$ cat src/rtl/idu_issue_queue.sv
// Instruction issue queue: circular FIFO of fetched instructions with head
// decode, register-file/forwarding operand select and a busy-bit scoreboard
// that holds the head back while a source register is still in flight.

// Operand select for one source register: x0 reads zero, otherwise the
// lowest-index matching forward channel wins, otherwise the register file.
module idu_iq_opsel #(
    parameter int XLEN = 32,
    parameter int RAW  = 4,
    parameter int NFWD = 2
) (
    input  logic [RAW-1:0]       rs,
    input  logic [NFWD-1:0]      fwd_valid,
    input  logic [NFWD*RAW-1:0]  fwd_rd,
    input  logic [NFWD*XLEN-1:0] fwd_data,
    input  logic [XLEN-1:0]      rf_rdata,
    output logic [XLEN-1:0]      val,
    output logic                 hit
);
    // Scan from the highest channel down so the lowest match is written last.
    always_comb begin
        hit = 1'b0;
        val = rf_rdata;
        for (int i = NFWD - 1; i >= 0; i--) begin
            if (fwd_valid[i] && (fwd_rd[i*RAW +: RAW] == rs)) begin
                hit = 1'b1;
                val = fwd_data[i*XLEN +: XLEN];
            end
        end
        if (rs == '0) val = '0;
    end
endmodule

module idu_issue_queue #(
    parameter int XLEN  = 32,
    parameter int DEPTH = 4,
    parameter int NREG  = 16,
    parameter int NFWD  = 2,
    localparam int RAW  = $clog2(NREG),
    localparam int PW   = $clog2(DEPTH),
    localparam int CW   = PW + 1
) (
    input  logic                 clk,
    input  logic                 rst,
    input  logic                 in_valid,
    output logic                 in_ready,
    input  logic [31:0]          in_inst,
    input  logic [XLEN-1:0]      in_pc,
    input  logic                 in_spec,
    input  logic                 flush,
    output logic [RAW-1:0]       rf_raddr1,
    output logic [RAW-1:0]       rf_raddr2,
    input  logic [XLEN-1:0]      rf_rdata1,
    input  logic [XLEN-1:0]      rf_rdata2,
    input  logic [NFWD-1:0]      fwd_valid,
    input  logic [NFWD*RAW-1:0]  fwd_rd,
    input  logic [NFWD*XLEN-1:0] fwd_data,
    input  logic                 wb_valid,
    input  logic [RAW-1:0]       wb_rd,
    output logic                 out_valid,
    input  logic                 out_ready,
    output logic [31:0]          out_inst,
    output logic [XLEN-1:0]      out_pc,
    output logic                 out_spec,
    output logic [XLEN-1:0]      out_rs1v,
    output logic [XLEN-1:0]      out_rs2v,
    output logic [RAW-1:0]       out_rd,
    output logic                 out_rd_wen,
    output logic                 hazard,
    output logic [CW-1:0]        count
);
    localparam logic [6:0] OP_LUI    = 7'b0110111;
    localparam logic [6:0] OP_AUIPC  = 7'b0010111;
    localparam logic [6:0] OP_JAL    = 7'b1101111;
    localparam logic [6:0] OP_JALR   = 7'b1100111;
    localparam logic [6:0] OP_BRANCH = 7'b1100011;
    localparam logic [6:0] OP_LOAD   = 7'b0000011;
    localparam logic [6:0] OP_STORE  = 7'b0100011;
    localparam logic [6:0] OP_IMM    = 7'b0010011;
    localparam logic [6:0] OP_OP     = 7'b0110011;
    localparam logic [6:0] OP_SYSTEM = 7'b1110011;

    logic [DEPTH-1:0][31:0]      q_inst;
    logic [DEPTH-1:0][XLEN-1:0]  q_pc;
    logic [DEPTH-1:0]            q_spec;
    logic [PW-1:0]               head, tail;
    logic [CW-1:0]               cnt;
    logic [NREG-1:0]             busy, busy_nxt;

    logic [31:0]                 h_inst;
    logic [6:0]                  opc;
    logic                        use_rs1, use_rs2, wen_op;
    logic                        nonempty, enq, issue;
    logic [1:0][RAW-1:0]         src_rs;
    logic [1:0][XLEN-1:0]        src_rf, src_val;
    logic [1:0]                  src_hit;

    assign h_inst    = q_inst[head];
    assign opc       = h_inst[6:0];
    assign src_rs[0] = h_inst[15 +: RAW];
    assign src_rs[1] = h_inst[20 +: RAW];
    assign src_rf[0] = rf_rdata1;
    assign src_rf[1] = rf_rdata2;

    // Head decode: which sources are read and whether rd is written.
    always_comb begin
        use_rs1 = !(opc == OP_LUI || opc == OP_AUIPC || opc == OP_JAL);
        use_rs2 = (opc == OP_BRANCH || opc == OP_STORE || opc == OP_OP);
        wen_op  = (opc == OP_LUI || opc == OP_AUIPC || opc == OP_JAL ||
                   opc == OP_JALR || opc == OP_LOAD || opc == OP_IMM ||
                   opc == OP_OP) ||
                  (opc == OP_SYSTEM && h_inst[14:12] != 3'b000);
    end

    for (genvar g = 0; g < 2; g++) begin : g_src
        idu_iq_opsel #(.XLEN(XLEN), .RAW(RAW), .NFWD(NFWD)) u_opsel (
            .rs       (src_rs[g]),
            .fwd_valid(fwd_valid),
            .fwd_rd   (fwd_rd),
            .fwd_data (fwd_data),
            .rf_rdata (src_rf[g]),
            .val      (src_val[g]),
            .hit      (src_hit[g])
        );
    end

    assign nonempty   = (cnt != '0);
    assign in_ready   = !rst && !flush && (cnt < CW'(DEPTH));
    assign enq        = in_valid && in_ready;
    assign hazard     = !rst && nonempty &&
                        ((use_rs1 && busy[src_rs[0]] && !src_hit[0]) ||
                         (use_rs2 && busy[src_rs[1]] && !src_hit[1]));
    assign out_valid  = !rst && nonempty && !hazard && !flush;
    assign issue      = out_valid && out_ready;

    assign rf_raddr1  = src_rs[0];
    assign rf_raddr2  = src_rs[1];
    assign out_inst   = h_inst;
    assign out_pc     = q_pc[head];
    assign out_spec   = q_spec[head];
    assign out_rs1v   = src_val[0];
    assign out_rs2v   = src_val[1];
    assign out_rd     = h_inst[7 +: RAW];
    assign out_rd_wen = wen_op && (out_rd != '0);
    assign count      = cnt;

    // Scoreboard next state: writeback clears, issue sets (set wins), x0 idle.
    always_comb begin
        busy_nxt = busy;
        if (wb_valid) busy_nxt[wb_rd] = 1'b0;
        if (issue && out_rd_wen) busy_nxt[out_rd] = 1'b1;
        busy_nxt[0] = 1'b0;
    end

    // Scoreboard register; flush leaves it alone.
    always_ff @(posedge clk) begin
        if (rst) busy <= '0;
        else     busy <= busy_nxt;
    end

    // FIFO storage, pointers and occupancy; pointers wrap naturally (DEPTH=2^PW).
    always_ff @(posedge clk) begin
        if (rst) begin
            head   <= '0;
            tail   <= '0;
            cnt    <= '0;
            q_inst <= '0;
            q_pc   <= '0;
            q_spec <= '0;
        end else if (flush) begin
            head <= '0;
            tail <= '0;
            cnt  <= '0;
        end else begin
            if (enq) begin
                q_inst[tail] <= in_inst;
                q_pc[tail]   <= in_pc;
                q_spec[tail] <= in_spec;
                tail         <= tail + PW'(1);
            end
            if (issue) head <= head + PW'(1);
            case ({enq, issue})
                2'b10:   cnt <= cnt + CW'(1);
                2'b01:   cnt <= cnt - CW'(1);
                default: cnt <= cnt;
            endcase
        end
    end
endmodule

$ cat config.mk
export PLATFORM = sky130hd
export DESIGN_NAME = idu_issue_queue
export DESIGN_NICKNAME = d
export VERILOG_FILES = /design/src/rtl/idu_issue_queue.sv
export SDC_FILE = /design/constraint.sdc
export NUM_CORES = 1
export LEC_CHECK = 0
export CORE_ASPECT_RATIO = 0.5
export CORE_UTILIZATION = 45
export CTS_BUF_LIST = sky130_fd_sc_hd__clkbuf_16
export DETAILED_ROUTE_END_ITERATION = 6
export PLACE_DENSITY_LB_ADDON = 0.3
export SLEW_MARGIN = 30
export SYNTH_ARGS = -nofsm -noshare
export SYNTH_HDL_FRONTEND = slang
export SYNTH_SLANG_ARGS = --single-unit
$ cat constraint.sdc
create_clock -name clk -period 3.57 [get_ports clk]
set_clock_uncertainty 0.15 [all_clocks]
set_input_delay 0.5355 -clock clk [delete_from_list [all_inputs] [get_ports clk]]
set_output_delay 0.5355 -clock clk [all_outputs]
set_load 0.01 [all_outputs]
==> reports/results.txt <==
Status -> complete, but fails checks
Failing checks -> negative setup slack
DP HPWL -> 31500 microns
Pwr Density -> 343 mW/mm^2
Slew HR -> 54.7%
Max Buffers Root-to-Sink -> 3
Die Ht -> 126 microns
Max FO, Critical Path -> 4
Multi-input gate area -> 0.00797 sq mm
TritonCTS clock tree -> yes
Top-area cell type share of the netlist area -> 40.9%
Largest net degree at the start of global routing -> 225
Root Driver -> clkbuf_16
Routability cong. -> 0.950
Syn. warnings -> 0
Slew at the pin closest to its max-slew limit -> 0.680 ns
Post-synth cell types -> 48
Initial Util -> 46.6%
Final Slew Violations -> 0
First-pass GRT wire length -> 74400 microns
H-tree depth -> 1
CP max stage delay -> 0.56 ns
Post-route DRC -> 0
Final ANT Viol Nets -> 0
Synth Net Count -> 1868
Layout area overhead -> 42.9%
CP Data Arrival Time -> 3.11 ns
Final Hold Fails -> 0
Slowest library cell on the worst path -> mux4_2
EDFF count, synth -> 0
Clk_lat worst skew -> 0.54 ns
Commonest cells post-synth -> 538 x nand2_1, 282 x dfxtp_1, 264 x a21oi_1
Leakage power -> 7.07 nW
Final wirelength -> 50000 microns
DRT Pass-1 Iters -> 7
Vias in the first global route -> 13293
1st-iter DRT viols -> 1049
Die X -> 250 microns
Setup slack after layout -> -0.226 ns
Max cap viols -> 0
CP startpoint kind -> flop
Seq cells post-synth -> 282
Row count -> 44
Cells after synthesis -> 1649
Post-synth top flop -> dfxtp_1
Mapped Area -> 0.0138 sq mm
Vias/cell -> 5.69
Mapped Avg Cell Area -> 8.36 sq um
Cts bufs inserted -> 26
Initial antenna violation count -> 2
Sink Count -> 282
Worst hold slack -> 0.273 ns
I/O pin cnt -> 361
Fill count -> 2467
GRT Total Usage -> 29.7%
Setup violators final -> 62
Area leader, netlist -> dfxtp_1
RSZ-0062 raised after global routing -> yes
Sequential share of the synthesized area -> 40.9%
Clock slew at reported path FFs -> 0.06 ns
VDD IR max -> 334 uV
Min Tclk post-route -> 3.80 ns
Reg2reg end -> count[2]
Crit end category -> output pin
Worst hold path startpoint -> rst
Nets -> 2242
FF+latch area -> 0.00565 sq mm
Grt ovf -> 0
Worst min path class -> input pin to flop
Synth area leaders -> dfxtp_1 41%, nand2_1 15%, mux4_2 11%
Placed cell count -> 2337
Final Cycle Share -> 106%
Hold_buf cts -> 0
Area of the core -> 0.0296 sq mm
Hold Path Depth -> 3
DR vias -> 13840
CP cell instances -> buf_12, buf_6, mux4_2, xnor2_2, nand4_1, buf_4, o221ai_1, a211o_2, and2_4, nor3_4, buf_2
Asr flop ratio synth -> 0%
Share of cells above drive strength 1 -> 20.3%
Max Clock Freq -> 0.263 GHz
Critical Path RT -> 2.88 ns
Non-Filler Instances -> 2434
Count leader, synth -> nand2_1
RR Startpoint -> head[0]
Hold EP -> tail[0]
Die area -> 0.0314 sq mm
Crit path kind -> flop to output pin
PortBufs -> 360
Avg WL per Cell -> 20.5 microns
R2r worst-path depth -> 14
R2R Setup Slk -> -0.21 ns
[cell families after synthesis]
group	count (synthesis)	share of synthesized area (%)
muxes	150	17.0
buffers and inverters	160	5.24
xor gates and xnor gates	16	1.02
DFF	282	40.9
adders and majority gates	6	0.599
AOI/OAI and AO/OA	371	16.1
and+or+nand+nor	664	19.1
[worst max-delay path: cells and delay by family (launching register included)]
family | cells | cell delay [ns]
buffers and inverters | 4 | 0.52
DFF | 1 | 0.39
and+or+nand+nor | 3 | 0.48
AOI/OAI and AO/OA | 2 | 0.47
muxes | 1 | 0.56
xor gates and xnor gates | 1 | 0.16
[worst max-delay path by stage]
stage,cells after the start,start,to
after floorplan,15,head[0],count[2]
after global placement,14,head[0],count[2]
after detailed placement,14,head[0],count[2]
after CTS,13,head[0],out_rs2v[0]
after global routing,11,head[0],out_rs2v[25]
final,11,head[0],hazard
[what timing repair did]
item | CTS | global route
setup endpoints to repair | 97 | 73
resized for setup | 345 | 91
setup buffers | 25 | 14
cloned | 6 | 8
pin swaps | 44 | 32
[per-layer routing]
metal / up-vias / share of wire, % / GRT usage (%)
met5: - / 0 / 0
met4: 0 / 4.0 / 10.9
met3: 139 / 6.0 / 4.26
met2: 550 / 51 / 54.1
met1: 6717 / 39 / 35.8
li1: 6434 / - / -
[final cells by class]
class	instances	share of cell area (%)
Antenna cell	2	0.0254
Clock buffer	26	3.30
Clock inverter	20	0.610
Inverter	10	0.190
Multi-Input combinational cell	1208	40.4
Sequential cell	282	28.7
Tap cell	391	2.48
Timing Repair Buffer	495	24.3
[placed cells by master (no fill, tap or decap), drive strengths merged, types with 2 or more instances in the layout]
cell type and instances:
a21oi 264, o311ai 8, nor4 2, mux4 68, nand3 6, nand4 5, mux2i 83, or2 3
nand4b 2, and2 3, clkinv 13, clkdlybuf4s50 292, and3 5, nand2b 12, a211oi 64, xor2 3
or3 2, clkbuf 34, nor2 77, nand2 539, inv 15, o21ai 5, ha 5, xnor2 13
nor3 3, o211ai 8, dfxtp 282, buf 194, diode 2, o41ai 15
[state kept, by name, indices dropped and copies added (netlist names)]
signal / flops
busy: 15
q_pc: 128
head: 2
q_inst: 128
tail: 2
q_spec: 4
count: 3
[where the power goes]
group          switching (W)  internal (W)  leakage [nW]
Sequential         0.0000138       0.00317          2.28
Combinational       0.000481      0.000516          4.40
Clock                0.00119       0.00139         0.392
Total                0.00168       0.00508          7.07
[metrics by stage]
stage / utilization (%) / setup TNS (ns) / worst slack [ns] / total power (W) / instance area (sq um)
6_report: 66.7 / -5.89 / -0.226 / 0.00676 / 19700
5_1_grt: 66.7 / -12.54 / -0.350 / 0.00699 / 19700
4_1_cts: 64.6 / -6.40 / -0.235 / 0.00673 / 19100
3_5_place_dp: 61.1 / -4.25 / -0.264 / 0.00416 / 18100
3_3_place_gp: 61.1 / -2.24 / -0.172 / 0.00416 / 18100
2_1_floorplan: - / 0 / 0.00292 / 0.00358 / 13800
(Power assumes the default switching activity.)
